$ cat config.mk
export PLATFORM = sky130hd
export DESIGN_NAME = serial_to_parallel_align_flat
export DESIGN_NICKNAME = d
export VERILOG_FILES = /design/src/rtl/serial_to_parallel_align_pkg.sv /design/src/rtl/serial_to_parallel_align_if.sv /design/src/rtl/serial_to_parallel_align_shift_reg.sv /design/src/rtl/serial_to_parallel_align.sv /design/src/flat_wrapper.sv
export SDC_FILE = /design/constraint.sdc
export NUM_CORES = 1
export LEC_CHECK = 0
export CAP_MARGIN = 10
export CORE_MARGIN = 4
export CORE_UTILIZATION = 50
export DETAILED_ROUTE_END_ITERATION = 8
export PLACE_DENSITY = 0.84
export SLEW_MARGIN = 5
export SYNTH_ARGS = -nofsm -noshare
export SYNTH_HDL_FRONTEND = slang
export SYNTH_SLANG_ARGS = --single-unit
$ cat constraint.sdc
create_clock -name clk -period 1.87 [get_ports clk]
set_clock_uncertainty 0.15 [all_clocks]
set_input_delay 0.2805 -clock clk [delete_from_list [all_inputs] [get_ports clk]]
set_output_delay 0.2805 -clock clk [all_outputs]
set_load 0.1 [all_outputs]
$ cat src/rtl/serial_to_parallel_align_pkg.sv
// Shared definitions for the serial receive aligner.
// The transmit-side serializer uses the same state codes and comma character.
package serial_to_parallel_align_pkg;

    typedef enum logic [1:0] {
        SEARCH = 2'd0,
        COUNT  = 2'd1,
        ACTIVE = 2'd2
    } sp_state_t;

    localparam logic [7:0] SP_COMMA_DEFAULT = 8'hBC;

    // Comma counter increment that sticks at the sync threshold
    function automatic logic [3:0] sat_inc(input logic [3:0] value, input logic [3:0] limit);
        return (value >= limit) ? limit : value + 4'd1;
    endfunction

endpackage

$ cat src/rtl/serial_to_parallel_align_if.sv
// Bus between the serial source and the aligner.
// byte_count exists only when SP_BYTE_COUNT_EN is defined.
interface serial_to_parallel_align_if #(
    parameter int DATA_SIZE = 8
);
    logic                 in_serial;
    logic                 in_valid;
    logic [DATA_SIZE-1:0] out_data;
    logic                 out_valid;
    logic                 active;
`ifdef SP_BYTE_COUNT_EN
    logic [15:0]          byte_count;

    modport master (output in_serial, in_valid,
                    input  out_data, out_valid, active, byte_count);
    modport slave  (input  in_serial, in_valid,
                    output out_data, out_valid, active, byte_count);
`else
    modport master (output in_serial, in_valid,
                    input  out_data, out_valid, active);
    modport slave  (input  in_serial, in_valid,
                    output out_data, out_valid, active);
`endif
endinterface

$ cat src/rtl/serial_to_parallel_align_shift_reg.sv
// Serial shift register and bit counter; nxt is the byte that includes the current bit.
// Only DATA_SIZE-1 history bits are stored since the oldest bit falls out of nxt.
module sp_shift_reg #(
    parameter int DATA_SIZE = 8
) (
    input  logic                 clk,
    input  logic                 reset,
    input  logic                 shift_en,
    input  logic                 cnt_clr,
    input  logic                 bit_in,
    output logic [DATA_SIZE-1:0] nxt,
    output logic                 wrap
);
    localparam int CW = (DATA_SIZE > 1) ? $clog2(DATA_SIZE) : 1;
    localparam logic [CW-1:0] LAST = CW'(DATA_SIZE - 1);

    logic [DATA_SIZE-2:0] shift_reg;
    logic [CW-1:0]        bit_cnt_reg;

    assign nxt[0] = bit_in;
    generate
        for (genvar gi = 0; gi < DATA_SIZE - 1; gi++) begin : g_nxt
            assign nxt[gi+1] = shift_reg[gi];
        end
    endgenerate

    assign wrap = (bit_cnt_reg == LAST);

    always_ff @(posedge clk) begin
        if (reset) begin
            shift_reg   <= '0;
            bit_cnt_reg <= '0;
        end else if (shift_en) begin
            shift_reg <= nxt[DATA_SIZE-2:0];
            if (cnt_clr || wrap) begin
                bit_cnt_reg <= '0;
            end else begin
                bit_cnt_reg <= bit_cnt_reg + CW'(1);
            end
        end
    end

endmodule

$ cat src/rtl/serial_to_parallel_align.sv
// Comma-aligned serial-to-parallel receiver with sync qualification.
// Optional byte counter output enabled by SP_BYTE_COUNT_EN.
module serial_to_parallel_align
    import serial_to_parallel_align_pkg::*;
#(
    parameter int                   DATA_SIZE  = 8,
    parameter logic [DATA_SIZE-1:0] COMMA      = DATA_SIZE'(SP_COMMA_DEFAULT),
    parameter int                   SYNC_COUNT = 4
) (
    input  logic                        clk,
    input  logic                        reset,
    serial_to_parallel_align_if.slave   bus
);
    localparam logic [3:0] SYNC_LIM = 4'(SYNC_COUNT);

    sp_state_t            state_reg;
    logic [3:0]           comma_cnt_reg;
    logic [DATA_SIZE-1:0] out_data_reg;
    logic                 out_valid_reg;
    logic                 active_reg;
    logic [DATA_SIZE-1:0] nxt;
    logic                 wrap;
    logic                 is_comma;

    // Bit counter is pinned at 0 while hunting so the first comma sets the boundary
    sp_shift_reg #(.DATA_SIZE(DATA_SIZE)) u_shift (
        .clk      (clk),
        .reset    (reset),
        .shift_en (bus.in_valid),
        .cnt_clr  (state_reg == SEARCH),
        .bit_in   (bus.in_serial),
        .nxt      (nxt),
        .wrap     (wrap)
    );

    assign is_comma = (nxt == COMMA);

`ifdef SP_BYTE_COUNT_EN
    logic [15:0] byte_count_reg;
    assign bus.byte_count = byte_count_reg;
`endif

    always_ff @(posedge clk) begin
        if (reset) begin
            state_reg     <= SEARCH;
            comma_cnt_reg <= '0;
            out_data_reg  <= '0;
            out_valid_reg <= 1'b0;
            active_reg    <= 1'b0;
`ifdef SP_BYTE_COUNT_EN
            byte_count_reg <= '0;
`endif
        end else begin
            out_valid_reg <= 1'b0;
            if (bus.in_valid) begin
                case (state_reg)
                    SEARCH: begin
                        if (is_comma) begin
                            comma_cnt_reg <= 4'd1;
                            if (SYNC_LIM == 4'd1) begin
                                state_reg  <= ACTIVE;
                                active_reg <= 1'b1;
                            end else begin
                                state_reg <= COUNT;
                            end
                        end
                    end
                    COUNT: begin
                        if (wrap) begin
                            if (is_comma) begin
                                comma_cnt_reg <= sat_inc(comma_cnt_reg, SYNC_LIM);
                                if (sat_inc(comma_cnt_reg, SYNC_LIM) == SYNC_LIM) begin
                                    state_reg  <= ACTIVE;
                                    active_reg <= 1'b1;
                                end
                            end else begin
                                comma_cnt_reg <= '0;
                                state_reg     <= SEARCH;
                            end
                        end
                    end
                    ACTIVE: begin
                        if (wrap && !is_comma) begin
                            out_data_reg  <= nxt;
                            out_valid_reg <= 1'b1;
`ifdef SP_BYTE_COUNT_EN
                            byte_count_reg <= byte_count_reg + 16'd1;
`endif
                        end
                    end
                    default: begin
                        state_reg <= SEARCH;
                    end
                endcase
            end
        end
    end

    assign bus.out_data  = out_data_reg;
    assign bus.out_valid = out_valid_reg;
    assign bus.active    = active_reg;

endmodule

$ cat src/flat_wrapper.sv
// flat-port wrapper written by rule: the top's interface ports become plain ports
module serial_to_parallel_align_flat import serial_to_parallel_align_pkg::*;
#(
    parameter int                   DATA_SIZE  = 8,
    parameter logic [DATA_SIZE-1:0] COMMA      = DATA_SIZE'(SP_COMMA_DEFAULT),
    parameter int                   SYNC_COUNT = 4
)
  (clk, reset, bus_in_serial, bus_in_valid, bus_out_data, bus_out_valid, bus_active);
  serial_to_parallel_align_if #(.DATA_SIZE(DATA_SIZE)) bus_i ();
  input  logic clk;
  input  logic reset;
  input wire logic [$bits(bus_i.in_serial)-1:0] bus_in_serial;
  input wire logic [$bits(bus_i.in_valid)-1:0] bus_in_valid;
  output wire logic [$bits(bus_i.out_data)-1:0] bus_out_data;
  output wire logic [$bits(bus_i.out_valid)-1:0] bus_out_valid;
  output wire logic [$bits(bus_i.active)-1:0] bus_active;
  assign bus_i.in_serial = bus_in_serial;
  assign bus_i.in_valid = bus_in_valid;
  assign bus_out_data = bus_i.out_data;
  assign bus_out_valid = bus_i.out_valid;
  assign bus_active = bus_i.active;
  serial_to_parallel_align #(.DATA_SIZE(DATA_SIZE), .COMMA(COMMA), .SYNC_COUNT(SYNC_COUNT)) u_core (.clk(clk), .reset(reset), .bus(bus_i));
endmodule
==> out/results.ini <==
[synthesis]
ys.flop_type = dfxtp_1
ys_warn_count = 0
async_reset_ff_frac = 0
ys_types = 34
yosysSeqAreaShare = 0.464
synth_nets = 122
synth_edf_count = 0
syn_area_sq_mm = 0.00112
ys_ff_latch = 26
syn_area_per_cell_sq_um = 9.76
syn_inst = 115

[clock_network]
ctsHoldBuffers = 0
clockBufferDepth = 2
cts_tree = built
path_clk_slew_ns = 0.13
cts-root-buf = clkbuf_4
cts_num_sinks = 26
clock_latency_ns = 0.32
cts.htree.levels = 1
cts_buffers = 3

[die]
die_h_microns = 55.4
ios = 14
dieArea_sq_mm = 0.00307
core_sq_mm = 0.00204
rows = 16
start_util = 0.550
dieWidth_microns = 55.4

[drt]
dr_total_vias = 888
drcViolationCount = 0
wl_per_cell_microns = 13.7
antenna_left = 0
post_drt_via_cell_ratio = 5.48
routed_wl_mm = 2.23
firstDrtPassIters = 4
drt_iter0_drc = 16

[place]
port_buffers = 13
pre_cts_slack_ns = -0.152
place.gp.congestion = 0.783
dpl.hpwl_mm = 1.64

[cells_and_area]
area_growth_syn_to_layout_pct = 30.0
largest_reg_flops = 8
fillers = 152
final_common_cell = dfxtp_1
seqCellArea_sq_um = 520
post_route_cells_drive_above_1_share = 0.207
fin_nets = 143
diodes = 0
multi_input_area_sq_um = 556
mostFrequentLayoutCells = dfxtp_1 (26), nor2_1 (24), mux2i_1 (17)

[sta]
setup_viol = 0
slew_viol_final = 0
tns_ns = 0
fin_crit_sh = 0.946
fmax_mhz = 565
slew_headroom = 0.697
min_period_ns = 1.77
setup_ws_ns = 0.101
worst_pin_slew_ns = 0.454
fin_hold_ws_ns = 0.354
final_hold_viol_count = 0

[global_route]
grt.total_usage = 0.148
antenna_found_initial = 0
grt_pass1_wl_mm = 3.62
grt_max_degree = 23
grt_overflow_total = 0
grt_pass1_vias = 820

[min_path]
hp-class = reg2reg

[run_status]
status = complete, no violations

[power]
peakVddDrop_mv = 0.473
total_power_w = 0.000881
power_density_mw_per_mm2 = 604
p_leak_nw = 0.563

[critical_path]
r2r_slack_ns = 0.10
crit_fanout = 5
start_kind = flip-flop
end_kind = flip-flop
worstPathRequired_ns = 1.94
cp.arrival_ns = 1.84
crit_type = reg2reg

[job]
cap_viol_max_count = 0

-- per-layer routing --
| metal | track usage | routed length (microns) | up-vias |
|---|---|---|---|
| met5 | 0 | 0 | - |
| met4 | 0.0764 | 47 | 0 |
| met3 | 0.0536 | 122 | 6 |
| met2 | 0.226 | 1040 | 23 |
| met1 | 0.182 | 1010 | 414 |
| li1 | - | - | 445 |
-- area by class of cell --
| type | count | share of cell area |
|---|---|---|
| multi-input cells | 80 | 0.381 |
| flip-flops and latches | 26 | 0.357 |
| repair buffers | 22 | 0.207 |
| clock buffers | 4 | 0.0249 |
| well taps | 27 | 0.0232 |
| inverters | 3 | 0.00772 |
-- metrics by stage --
| step | util | instances | cell area [sq um] |
|---|---|---|---|
| 2_1_floorplan | - | 115 | 1120 |
| 3_3_place_gp | 0.691 | 157 | 1410 |
| 3_5_place_dp | 0.691 | 157 | 1410 |
| 4_1_cts | 0.709 | 161 | 1450 |
| 5_1_grt | 0.714 | 162 | 1460 |
| 6_report | 0.714 | 162 | 1460 |
-- synth_stat cells, types with 2 or more instances --
cell / number / area (sq um)
a21oi_1: 3 / 15.0
a22oi_1: 2 / 15.0
and2_1: 2 / 12.5
clkbuf_1: 3 / 11.3
dfxtp_1: 26 / 521
ha_1: 3 / 37.5
inv_1: 2 / 7.51
mux2i_1: 17 / 170
nand2_1: 5 / 18.8
nand2b_1: 2 / 12.5
nand3_1: 2 / 10.0
nor2_1: 24 / 90.1
nor2b_1: 2 / 12.5
nor3_1: 2 / 10.0
-- worst paths after layout --
path	start	endpoint	cells after the start
max	u_core.u_shift.bit_cnt_reg[0]	u_core.bus.out_data[1]	7
min	u_core.comma_cnt_reg[1]	u_core.comma_cnt_reg[1]	2
max reg2reg	u_core.u_shift.bit_cnt_reg[0]	u_core.bus.out_data[1]	7
min reg2reg	u_core.comma_cnt_reg[1]	u_core.comma_cnt_reg[1]	2
-- critical path, cell delays in order (launching register included) --
cell      delay (ns)
dfxtp_1         0.37
ha_1            0.17
ha_1            0.17
nand3_1         0.10
a211oi_2        0.26
buf_6           0.19
mux2i_1         0.20
nor2_1          0.05
-- cell families (layout without fill, tap and decap cells) --
family | Yosys count | in the layout | synth area share
AO/OA/AOI/OAI | 13 | 13 | 0.0992
adder cells (fa/ha/maj) | 3 | 3 | 0.0334
buffers and inverters | 9 | 29 | 0.0412
flip-flops | 26 | 26 | 0.464
multiplexers | 17 | 17 | 0.152
AND/OR/NAND/NOR | 47 | 47 | 0.211
-- power by group --
| group | leakage (nW) | switching, W | internal, W |
|---|---|---|---|
| Combinational | 0.333 | 0.0000222 | 0.0000192 |
| Sequential | 0.210 | 0.00000275 | 0.000557 |
| Clock | 0.0210 | 0.000161 | 0.000119 |
| Total | 0.563 | 0.000186 | 0.000695 |
-- timing repair --
action | in CTS | in global routing
endpoints found under the setup margin | 0 | 2
buffers inserted | 0 | 0
resized for setup | 0 | 2
No activity file was read; power rests on OpenSTA's default activity.
